### src/rtl/at86rf215_iq_deframer.sv
// at86rf215_iq_deframer: finds the 32-bit I/Q word boundary in the RX pair stream, tracks lock
// and emits one 13-bit I/Q sample pair per word with sync-error reporting.
module at86rf215_iq_deframer #(
  parameter int LOCK_COUNT = 2,
  parameter int LOSS_COUNT = 3
) (
  input  logic        clk,
  input  logic        rst_n,
  input  logic [1:0]  pair_in,
  input  logic        pair_valid,
  input  logic        clr_err,
  output logic [12:0] i_out,
  output logic [12:0] q_out,
  output logic        ctrl_out,
  output logic        sample_valid,
  output logic        sync_err,
  output logic        locked,
  output logic [15:0] err_count
);
  typedef enum logic {HUNT, LOCKED} state_t;
  state_t state, state_n;
  // only the low 31 bits of the stored history ever reach the 33-bit post-shift window
  logic [30:0] sr;
  logic [32:0] nsr;
  logic [26:0] wn;
  logic [3:0] cnt, cnt_n, good, good_n, miss, miss_n;
  logic pend, pend_n, phase, phase_n, m0, m1, mp, hit, take, err;
  assign nsr = {sr, pair_in};
  assign m0 = nsr[31:30] == 2'b10 && nsr[15:14] == 2'b01 && !nsr[0];
  assign m1 = nsr[32:31] == 2'b10 && nsr[16:15] == 2'b01 && !nsr[1];
  assign mp = phase ? m1 : m0;
  assign wn = phase_n ? {nsr[30:17], nsr[14:2]} : {nsr[29:16], nsr[13:1]};
  always_comb begin
    state_n = state;
    cnt_n = cnt;
    good_n = good;
    miss_n = miss;
    pend_n = pend;
    phase_n = phase;
    hit = 1'b0;
    take = 1'b0;
    err = 1'b0;
    if (pair_valid) begin
      cnt_n = cnt + 4'd1;
      if (state == LOCKED) begin
        if (cnt == 4'd15) begin
          take = mp;
          err = !mp;
          miss_n = mp ? 4'd0 : miss + 4'd1;
          if (!mp && miss_n == 4'(LOSS_COUNT)) begin
            state_n = HUNT;
            cnt_n = 4'd0;
            good_n = 4'd0;
            miss_n = 4'd0;
            pend_n = 1'b0;
          end
        end
      end else if (!pend || cnt == 4'd15) begin
        if (pend && mp) begin
          good_n = good + 4'd1;
          hit = 1'b1;
        end else if (m0 || m1) begin
          pend_n = 1'b1;
          phase_n = !m0;
          good_n = 4'd1;
          cnt_n = 4'd0;
          hit = 1'b1;
        end else begin
          pend_n = 1'b0;
          good_n = 4'd0;
          cnt_n = 4'd0;
        end
        if (hit && good_n == 4'(LOCK_COUNT)) begin
          state_n = LOCKED;
          take = 1'b1;
          miss_n = 4'd0;
        end
      end
    end
  end
  always_ff @(posedge clk or negedge rst_n) begin
    if (!rst_n) begin
      state <= HUNT;
      sr <= '0;
      cnt <= '0;
      good <= '0;
      miss <= '0;
      pend <= 1'b0;
      phase <= 1'b0;
      i_out <= '0;
      q_out <= '0;
      ctrl_out <= 1'b0;
      sample_valid <= 1'b0;
      sync_err <= 1'b0;
      locked <= 1'b0;
      err_count <= '0;
    end else begin
      state <= state_n;
      sr <= pair_valid ? nsr[30:0] : sr;
      cnt <= cnt_n;
      good <= good_n;
      miss <= miss_n;
      pend <= pend_n;
      phase <= phase_n;
      sample_valid <= take;
      sync_err <= err;
      locked <= state_n == LOCKED;
      if (take) begin
        i_out <= wn[26:14];
        ctrl_out <= wn[13];
        q_out <= wn[12:0];
      end
      err_count <= clr_err ? 16'd0 : (err && err_count != 16'hFFFF) ? err_count + 16'd1 : err_count;
    end
  end
endmodule

### config.mk
export PLATFORM = sky130hd
export DESIGN_NAME = at86rf215_iq_deframer
export DESIGN_NICKNAME = d
export VERILOG_FILES = /design/src/rtl/at86rf215_iq_deframer.sv
export SDC_FILE = /design/constraint.sdc
export NUM_CORES = 1
export LEC_CHECK = 0
export CORE_MARGIN = 2
export CORE_UTILIZATION = 60
export CTS_BUF_LIST = sky130_fd_sc_hd__clkbuf_2
export DETAILED_ROUTE_END_ITERATION = 7
export HOLD_SLACK_MARGIN = 0.02
export PLACE_DENSITY = 0.87
export SLEW_MARGIN = 25
export SYNTH_ARGS = -nofsm -noshare
export SYNTH_HDL_FRONTEND = slang
export SYNTH_SLANG_ARGS = --single-unit
### constraint.sdc
create_clock -name clk -period 6.1 [get_ports clk]
set_clock_uncertainty 0.1 [all_clocks]
set_input_delay 1.525 -clock clk [delete_from_list [all_inputs] [get_ports clk]]
set_output_delay 1.525 -clock clk [all_outputs]
set_load 0.01 [all_outputs]
======== Yosys cells after proc, flatten, opt, wreduce, memory -nomap -nowiden ========
Index checks and enable logic that the tools add are counted.
Widths: inputs -> output; s select.
storage, ports and cells
  word-level logic and storage cells ...... 99
  register bits ........................... 91
  input port bits ......................... 6
  output and inout bits ................... 46
cells by class
  eq/ne operators ......................... 11
  $add $sub $neg .......................... 4
  mux-type cells .......................... 50
  reduce and logical (&&, ||, !) cells .... 21
operator list
  cell                   number
  $mux 4                 19
  $mux 16                2
  $mux 1                 28
  $mux 27                1
  $add 16x1->16 const B  1
  $ne 16x16->1 const B   1
  $add 4x1->4 const B    3
  $eq 4x2->1 const B     2
  $logic_and 1x1->1      8
  $reduce_and 4->1       2
  $reduce_bool 2->1      3
  $logic_not 1->1        5
  $reduce_and 5->1       1
  $eq 2x1->1 const B     2
  $eq 2x2->1 const B     2
  $eq 4x4->1 const B     1
  $ne 2x1->1 const B     2
  $logic_or 1x1->1       2
  $ne 2x2->1 const B     1

======== Logic depth before layout (Yosys ltp) ========
Gate-level depths: netlist (run 1).
  word-level depth ........................ 15
  mapped depth ............................ 9
  mapped depth without buffers ............ 7

======== Least setup slack after synthesis (run 1) ========
No wires, ideal clock.
  kind .................................... input-to-reg
  start point ............................. input port pair_in[1]
  end point ............................... register i_out[1]
  required time ........................... 5.873 ns
  library setup time ...................... 0.127 ns
  path buffers ............................ 2
  cell stages on the path ................. 6
  setup slack ............................. 2.439 ns
  data arrival time ....................... 3.434 ns
  cell sequence ........................... or4_1 clkbuf_1 o31ai_4 buf_2 mux2_2 mux2_1
between the ends
  word-level cells in the longest chain between the ends .. 14
RTL lines
  item                                         RTL line  text
  start: declaration                           9         input logic [1:0] pair_in,
  $logic_not 1->1 *                            30        assign m1 = nsr[32:31] == 2'b10 && nsr[16:15] == 2'b01 && !nsr[1];
  $logic_and 1x1->1 *                          30
  $mux 1 or $logic_or 1x1->1 (tied branches)   31, 62
  $logic_and 1x1->1 or $mux 1 (tied branches)  59, 62
  $mux 4                                       59        if (pend && mp) begin
  $mux 4                                       58        end else if (!pend || cnt == 4'd15) begin
  $mux 4                                       45        if (state == LOCKED) begin
  $mux 4                                       43        if (pair_valid) begin
  $eq 4x2->1                                   73        if (hit && good_n == 4'(LOCK_COUNT)) begin
  $logic_and 1x1->1                            73
  $mux 1                                       73
  $mux 1                                       58
  $mux 1                                       45
  $mux 1                                       43
  end signal: assignment                       109       i_out <= wn[26:14];
  end: declaration                             12        output logic [12:0] i_out,
Mark *: on every way between the ends. The rest lies on a longest branch, timed or not. The select of a mux whose other input is x is not followed.
A chain may end at the register's enable or synchronous reset.

======== Worst setup path after layout (run 1) ========
  start point ............................. input port pair_valid
  end point ............................... register err_count[14]
between the ends
  word-level cells in the longest chain between the ends .. 3
RTL lines
  item                                RTL line  text
  start: declaration                  10        input logic pair_valid,
  $mux 1                              43
  $logic_and 1x1->1                   113       err_count <= clr_err ? 16'd0 : (err && err_count != 16'hFFFF) ? err_count + 16'd1 : err_count;
  $reduce_bool 2->1 (no source line)  -
  end signal: assignment              113
  end: declaration                    18        output logic [15:0] err_count
Every way passes these cells.

==> results of run 1 <==
-- how the worst min path moves through the flow --
stage               cells past startpoint  slack, ps                  start                    end
floorplan                               1        380     sr[30]$_DFFE_PN0P_     sr[30]$_DFFE_PN0P_
global placement                        1        370   ctrl_out$_DFFE_PN0P_   ctrl_out$_DFFE_PN0P_
detailed placement                      1        380   i_out[5]$_DFFE_PN0P_   i_out[5]$_DFFE_PN0P_
CTS                                     1        430  q_out[12]$_DFFE_PN0P_  q_out[12]$_DFFE_PN0P_
global route                            1        450   ctrl_out$_DFFE_PN0P_   ctrl_out$_DFFE_PN0P_
finish                                  1        430  q_out[12]$_DFFE_PN0P_  q_out[12]$_DFFE_PN0P_
-- cell usage after synthesis (6+ instances only) --
| cell | count |
|---|---|
| mux2_1 | 12 |
| dfrtp_1 | 91 |
| nor3_1 | 9 |
| inv_1 | 8 |
| nand4_1 | 6 |
| nor2_1 | 24 |
| clkbuf_1 | 8 |
| nand2_1 | 22 |
| nand3_1 | 12 |
| xnor2_1 | 15 |
| mux2_2 | 68 |
| nor4_1 | 6 |
| o21ai_0 | 12 |
-- registers in the layout (all words and copies together), names as in the netlist, 4 cells and up --
signal / cells
cnt: 4
q_out: 13
i_out: 13
err_count: 16
miss: 4
sr: 31
good: 4
-- area by class of cell --
class / count / area (um^2)
Clock buffer: 10 / 50.0
Clock inverter: 6 / 73.8
Fill cell: 503 / 1870
Inverter: 8 / 30.0
Multi-Input combinational cell: 240 / 1920
Sequential cell: 91 / 2280
Tap cell: 96 / 120
Timing Repair Buffer: 54 / 531
-- layer usage --
| metal | share of wire, % | up-vias | wire (um) | track usage (%) |
|---|---|---|---|---|
| met2 | 49 | 67 | 3940 | 36.0 |
| li1 | - | 1380 | - | - |
| met3 | 3.8 | 10 | 306 | 5.04 |
| met1 | 46 | 1462 | 3670 | 29.4 |
| met5 | 0 | - | 0 | 0 |
| met4 | 1.3 | 0 | 108 | 7.99 |
-- per-stage QoR --
step                utilization (%)  instances  hold WS [ps]
finish                         72.8        505           426
detailed placement             71.0        489           375
CTS                            72.8        505           430
global placement               71.0        489           369
floorplan                         -        355           381
global route                   72.8        505           454
-- critical path: cells and delay by family --
kind	cells	cell delay [ps]
buf+inv	1	990
simple gates	6	2040
-- power groups by stage --
stage | Clock [uW] | Combinational (uW) | Sequential, uW
after floorplan | 0 | 275 | 813
after global placement | 0 | 355 | 837
after detailed placement | 0 | 374 | 844
after CTS | 322 | 375 | 833
after global routing | 343 | 410 | 853
final | 313 | 371 | 835
-- kinds of logic after synthesis --
group,synth area share [%]
muxes,21.6
DFF,52.9
xor gates and xnor gates,3.86
buffers and inverters,2.53
and+or+nand+nor,11.7
AOI/OAI and AO/OA,6.30
adders and majority gates,1.16
==> impl_metrics.tcl, run 1 <==
set metrics [dict create \
    ff2ff_path_depth 5 \
    arrival_ps 4560 \
    initial_core_util_pct 62.7 \
    dpl.hpwl_um 5420 \
    ys_types 47 \
    p_int_uw 1030 \
    post-cts-setup-buffers 0 \
    yosys-top-cells-area "dfrtp_1, mux2_2, mux2_1" \
    layout-drive-gt1-share_pct 22.7 \
    grt_first_pass_wirelength_um 13600 \
    tightestPinTransition_ps 916 \
    ys_seq_area_share_pct 52.9 \
    wl_per_cell_um 15.9 \
    diodes 0 \
    switching_share_pct 32.4 \
    fin_area_um2 5000 \
    hold_viol_final 0 \
    cts_inserted_buffers 9 \
    insertion_delay_ps 560 \
    fmaxAchievable_ghz 0.237 \
    slowest_delay_ps 990 \
    period_needed_ps 4230 \
    fin_tns_setup_ps 0 \
    yosys_register_bits 91 \
    r2r_slack_ps 3260 \
    numClockSinks 91 \
    fp.dieW_um 88.7 \
    fin_ws_ps 1870 \
    power_uw 1520 \
    io_buffers 51 \
    ctsRootBufferMaster "clkbuf_2" \
    final_common_cell "dfrtp_1" \
    status "complete, no violations" \
    timing.critical_path.mode_cell "nand4_1" \
    endpoint "err_count[14]$_DFFE_PN0P_" \
    dpl_cell_area_um2 4880 \
    path_clk_slew_ps 270 \
    num_io_pins 52 \
    areaGrowthSynthToFinish_pct 16.1 \
    syn_area_per_cell_um2 12.1 \
    drv_cap 0 \
    antenna_found_initial 0 \
    placementRows 30 \
    dr_total_vias 2919 \
    ctsHtreeMaxLevel 3 \
    grt_use_total_pct 22.2 \
    crit_chain "clkdlybuf4s50_1 -> nand2_1 -> nor2_1 -> nand4_1 -> nor3_1 -> nand4_1 -> nor3b_1" \
    via_per_inst 5.78 \
    coreArea_um2 6870 \
    setup_viol_count_final 0 \
    synth_top_area_share_pct 52.9 \
    drc 0 \
    end_kind "flip-flop" \
    grt_pass1_vias 2895 \
    power.density_nw_per_um2 304 \
    cts.repair.resized 0 \
    ant_nets 0 \
    grt_setup_unrepaired "false" \
    overflow 0 \
    final_cell_mix "dfrtp_1, mux2_2, clkdlybuf4s50_1" \
    drt_first_pass_iters 4 \
    yosysTopAreaCell "dfrtp_1" \
    switching_power_uw 492 \
    worstPathMaxFanout 19 \
    cpMaxStageDelayCell "clkdlybuf4s50_1" \
    worst-setup-path-type "in -> reg" \
    routabilityCongestion 0.869 \
    pre_cts_slack_ps 1350 \
    timing.rr.start "sr[14]$_DFFE_PN0P_" \
    die_h_um 88.7 \
    nets 414 \
    vdd_ir_drop_max_mv 0.137 \
    slew_headroom_pct 39.0 \
    clockBufferDepth 2 \
    power_leakage_uw 0.00217 \
    slew_violations 0 \
    synth_fp_nets 365 \
    cp-startpoint "pair_valid" \
    die_area_um2 7870 \
    synth-edff-count 0 \
    ys_warn_count 0 \
    synthFlopType "dfrtp_1" \
    drtIter0Drc 117 \
    cts_tree "built" \
    grt_max_degree 75 \
    cp-start-kind "input pin" \
    comb_power_share_pct 24.4 \
    syn_inst 355 \
    postCtsHoldBufs 0 \
    required_ps 6440 \
    worstReg2RegEnd "i_out[10]$_DFFE_PN0P_" \
    worst_hold_path_type "reg -> reg" \
    p_seq_share_pct 55.0 \
    syn-cell-area_um2 4310 \
    fin_crit_sh_pct 69.3 \
    async_reset_ff_share_pct 100 \
    routed_wl_um 8020 \
    clkPwrFrac_pct 20.6 \
]
No activity file was read; power rests on OpenSTA's default activity.
==> inputs of run 2 (changes only) <==
--- a/config.mk
+++ b/config.mk
@@ -6,11 +6,11 @@
 export NUM_CORES = 1
 export LEC_CHECK = 0
 export CORE_MARGIN = 2
-export CORE_UTILIZATION = 60
+export CORE_UTILIZATION = 52
 export CTS_BUF_LIST = sky130_fd_sc_hd__clkbuf_2
 export DETAILED_ROUTE_END_ITERATION = 7
 export HOLD_SLACK_MARGIN = 0.02
-export PLACE_DENSITY = 0.87
+export PLACE_DENSITY = 0.8
 export SLEW_MARGIN = 25
 export SYNTH_ARGS = -nofsm -noshare
 export SYNTH_HDL_FRONTEND = slang
==> constraint.sdc (replaced) <==
create_clock -name clk -period 3.8 [get_ports clk]
set_clock_uncertainty 0.1 [all_clocks]
set_input_delay 0.95 -clock clk [delete_from_list [all_inputs] [get_ports clk]]
set_output_delay 0.95 -clock clk [all_outputs]
set_load 0.01 [all_outputs]
==> run 2 against run 1 <==
Global-route usage is 2.6 points lower; first-iteration DRC count is 14% higher; worst hold slack worse by 130 ps; core utilization is 11 points lower; clock-buffer cell count stayed put; register-to-register slack worse by 2300 ps; critical path type unchanged; critical endpoint is now i_out[10]$_DFFE_PN0P_.
==> impl_metrics.tcl, run 2 (synthesized netlist as in run 1, its figures left out) <==
set metrics [dict create \
    tightestPinTransition_ps 887 \
    power.density_nw_per_um2 482 \
    worstPathMaxFanout 27 \
    postCtsHoldBufs 0 \
    cp-start-kind "input pin" \
    cts_inserted_buffers 9 \
    grt_use_total_pct 19.5 \
    io_buffers 51 \
    fin_util_pct 62.0 \
    initial_core_util_pct 53.0 \
    setup_viol_count_final 0 \
    vdd_ir_drop_max_mv 0.235 \
    whs_ps 297 \
    via_per_inst 5.69 \
    fp.dieW_um 95.0 \
    end_kind "flip-flop" \
    period_needed_ps 3200 \
    drt_first_pass_iters 5 \
    coreArea_um2 8130 \
    slew_violations 0 \
    largest_reg_flops 31 \
    arrival_ps 3550 \
    ctsRootBufferMaster "clkbuf_2" \
    grt_setup_unrepaired "false" \
    hold_viol_final 0 \
    routed_wl_um 8210 \
    drtIter0Drc 133 \
    slowest_delay_ps 760 \
    drc 0 \
    path_clk_slew_ps 230 \
    placementRows 33 \
    layout-drive-gt1-share_pct 23.1 \
    final_common_cell "dfrtp_1" \
    nets 416 \
    clockBufferDepth 2 \
    power_leakage_uw 0.00218 \
    crit_family "simple AND/OR/NAND/NOR gates" \
    insertion_delay_ps 540 \
    grt_pass1_vias 2944 \
    required_ps 4150 \
    fmaxAchievable_ghz 0.312 \
    ctsHtreeMaxLevel 3 \
    grt_first_pass_wirelength_um 13900 \
    numClockSinks 91 \
    crit_chain "clkdlybuf4s50_1 -> nor2_1 -> or4b_1 -> and2_0 -> o21ai_4 -> mux2_2" \
    slew_headroom_pct 40.7 \
    die_h_um 95.0 \
    fin_crit_sh_pct 84.3 \
    die_area_um2 9030 \
    overflow 0 \
    post-cts-setup-buffers 0 \
    instances_no_fill 516 \
    r2r_slack_ps 990 \
    critical_path_buf_inv_count 1 \
    final_cell_mix "dfrtp_1, mux2_2, clkdlybuf4s50_1" \
    drv_cap 0 \
    dr_total_vias 2937 \
    diodes 0 \
    cts_tree "built" \
    reg_top3 "sr (31), err_count (16)" \
    dp_cells 500 \
    fin_area_um2 5040 \
    worst-setup-path-type "in -> reg" \
    worst_hold_path_type "in -> async" \
    wl_per_cell_um 15.9 \
    cts.repair.resized 0 \
    grt_max_degree 92 \
    largest_register "sr" \
    ant_nets 0 \
    num_io_pins 52 \
    antenna_found_initial 0 \
    routabilityCongestion 0.859 \
    areaGrowthSynthToFinish_pct 17.1 \
    cpMaxStageDelayCell "o21ai_4" \
    fin_tns_setup_ps 0 \
    dpl_cell_area_um2 4930 \
    dpl.hpwl_um 5450 \
    status "complete, no violations" \
]
[run 2: final cells by class]
cell class | instances | area (um^2)
fillers | 640 | 3090
flip-flops and latches | 91 | 2280
multi-input cells | 240 | 1920
repair buffers | 56 | 571
well taps | 105 | 131
clock inverters | 6 | 62.6
clock buffers | 10 | 50.0
inverters | 8 | 30.0
[run 2: path summary, 6_finish.rpt]
kind | from | endpoint | cells after the start
max in group asynchronous | rst_n | state$_DFFE_PN0P_ | 2
min in group clk | q_out[7]$_DFFE_PN0P_ | q_out[7]$_DFFE_PN0P_ | 1
hold / removal | rst_n | err_count[9]$_DFFE_PN0P_ | 2
hold reg to reg | q_out[7]$_DFFE_PN0P_ | q_out[7]$_DFFE_PN0P_ | 1
setup reg to reg | sr[13]$_DFFE_PN0P_ | i_out[10]$_DFFE_PN0P_ | 5
setup / recovery | pair_in[1] | i_out[10]$_DFFE_PN0P_ | 6
[run 2: per-layer routing]
| metal | GRT usage [%] | wire [um] |
|---|---|---|
| met5 | 0 | 0 |
| met4 | 8.09 | 144 |
| met3 | 3.79 | 247 |
| met2 | 30.8 | 3980 |
| met1 | 26.6 | 3830 |
[run 2: where the power goes]
part	leakage [uW]	switching [uW]	total (uW)	internal (uW)
combinational	0.000910	262	606	344
clock	0.0000765	331	488	157
sequential	0.00120	187	1340	1150
total	0.00218	781	2430	1650
[run 2: per-stage QoR]
step	total power [uW]	setup slack [ps]
2_1_floorplan	1750	714
3_3_place_gp	1930	101
3_5_place_dp	1960	25.9
4_1_cts	2450	610
5_1_grt	2590	457
6_report	2430	598
==> inputs of run 3 (changes only) <==
==> constraint.sdc (replaced) <==
create_clock -name clk -period 2.7 [get_ports clk]
set_clock_uncertainty 0.1 [all_clocks]
set_input_delay 0.675 -clock clk [delete_from_list [all_inputs] [get_ports clk]]
set_output_delay 0.675 -clock clk [all_outputs]
set_load 0.01 [all_outputs]
==> run 3 against run 2 <==
Global-route usage up 0.49 points; sequential cell count unchanged; final area up 4.6%; first-iteration DRC count down 4.5%; register-to-register slack worse by 810 ps; clock-buffer cell count down 1; critical endpoint is now q_out[2]$_DFFE_PN0P_; clock power up 26%; sequential power up 40%; wire length up 0.76%; critical path depth up 2; power up 41%.
==> impl_metrics.tcl, run 3 (synthesized netlist as in run 1, its figures left out) <==
set metrics [dict create \
    status "complete, no violations" \
    worst_hold_path_type "reg -> reg" \
    initial_core_util_pct 53.0 \
    fp.dieW_um 95.0 \
    layout-drive-gt1-share_pct 28.0 \
    slew_headroom_pct 61.8 \
    whs_ps 436 \
    cts.repair.resized 0 \
    worstPathMaxFanout 5 \
    final_cell_mix "dfrtp_1, mux2_2, clkdlybuf4s50_1" \
    ctsRootBufferMaster "clkbuf_2" \
    grt_pass1_vias 2961 \
    routabilityCongestion 0.793 \
    placementRows 33 \
    io_buffers 51 \
    fin_crit_sh_pct 95.2 \
    cpMaxStageDelayCell "clkdlybuf4s50_1" \
    power.density_nw_per_um2 651 \
    grt_setup_unrepaired "false" \
    drt_first_pass_iters 7 \
    crit_chain "clkdlybuf4s50_1 -> nor2_1 -> or4b_1 -> and2_0 -> a2111o_1 -> o21ai_4 -> buf_4 -> mux2_2" \
    period_needed_ps 2570 \
    fin_tns_setup_ps 0 \
    vdd_ir_drop_max_mv 0.312 \
    power_leakage_uw 0.00231 \
    arrival_ps 2940 \
    setup_viol_count_final 0 \
    cts_tree "built" \
    reg_top3 "sr (31), err_count (16)" \
    post-cts-setup-buffers 0 \
    via_per_inst 5.50 \
    postCtsHoldBufs 1 \
    num_io_pins 52 \
    ctsHtreeMaxLevel 3 \
    clockBufferDepth 2 \
    ant_nets 0 \
    cts_inserted_buffers 9 \
    coreArea_um2 8130 \
    largest_register "sr" \
    diodes 0 \
    hold_viol_final 0 \
    end_kind "flip-flop" \
    routed_wl_um 8270 \
    largest_reg_flops 31 \
    numClockSinks 91 \
    insertion_delay_ps 560 \
    die_h_um 95.0 \
    grt_first_pass_wirelength_um 14200 \
    wl_per_cell_um 15.2 \
    antenna_found_initial 0 \
    slowest_delay_ps 480 \
    drv_cap 0 \
    dr_total_vias 2999 \
    tightestPinTransition_ps 572 \
    dpl.hpwl_um 5930 \
    required_ps 3070 \
    areaGrowthSynthToFinish_pct 22.4 \
    die_area_um2 9030 \
    overflow 0 \
    grt_use_total_pct 20.0 \
    fin_util_pct 64.8 \
    drc 0 \
    grt_max_degree 61 \
    cp-start-kind "input pin" \
    fmaxAchievable_ghz 0.389 \
    final_common_cell "dfrtp_1" \
    slew_violations 0 \
    fillers 618 \
    path_clk_slew_ps 290 \
    nets 445 \
    worst-setup-path-type "in -> reg" \
    drtIter0Drc 127 \
]
[run 3: changes by cell type in the layout (fill, tap and decap cells not counted)]
| cell | change |
|---|---|
| buf_4 | +26 |
| clkinv_4 | +3 |
| clkinvlp_4 | +1 |
| inv_6 | -1 |
| dlygate4sd3_1 | +1 |
| bufinv_16 | -1 |
| clkbuf_2 | -1 |
| clkinv_2 | -1 |
| buf_12 | +2 |
[run 3: report_power, final]
part           internal [uW]  switching (uW)  leakage (uW)
registers               1620             244       0.00120
clock network            127             490     0.0000622
logic                    554             398       0.00105
total                   2300            1130       0.00231
[run 3: worst max-delay path: cells and delay by family]
| kind | cells | cell delay, ps |
|---|---|---|
| simple gates | 3 | 750 |
| compound gates | 2 | 490 |
| mux | 1 | 330 |
| buf+inv | 2 | 680 |
[run 3: layout make-up]
class / count / area (um^2) / area share, %
Clock buffer: 9 / 45.0 / 0.854
Inverter: 8 / 30.0 / 0.569
Timing Repair Buffer: 85 / 816 / 15.5
Clock inverter: 7 / 52.6 / 0.996
Sequential cell: 91 / 2280 / 43.2
Multi-Input combinational cell: 240 / 1920 / 36.4
Tap cell: 105 / 131 / 2.49
[run 3: routing by layer]
metal | track usage (%) | share of wire (%) | vias to the layer above
li1 | - | - | 1442
met1 | 28.5 | 48 | 1485
met2 | 31.0 | 47 | 59
met3 | 2.92 | 3.4 | 13
met4 | 8.33 | 1.9 | 0
met5 | 0 | 0 | -
[run 3: metrics by stage]
step	instances	power, uW	worst slack [ps]	cell area, um^2
after floorplan	355	2460	-59.7	4310
after global placement	528	2800	-370	5170
after detailed placement	528	2850	-462	5170
after CTS	545	3460	165	5270
after global routing	545	3660	38.7	5270
final	545	3430	130	5270
[run 3: final timing paths]
path | start | to | slack [ps] | depth (start not counted)
min in group asynchronous | rst_n | err_count[14]$_DFFE_PN0P_ | 460 | 2
min reg2reg | q_out[7]$_DFFE_PN0P_ | q_out[7]$_DFFE_PN0P_ | 440 | 1
max | pair_in[1] | q_out[2]$_DFFE_PN0P_ | 130 | 8
min | q_out[7]$_DFFE_PN0P_ | q_out[7]$_DFFE_PN0P_ | 440 | 1
max reg2reg | good[0]$_DFFE_PN0P_ | q_out[2]$_DFFE_PN0P_ | 180 | 7
max in group asynchronous | rst_n | sync_err$_DFF_PN0_ | 1370 | 3
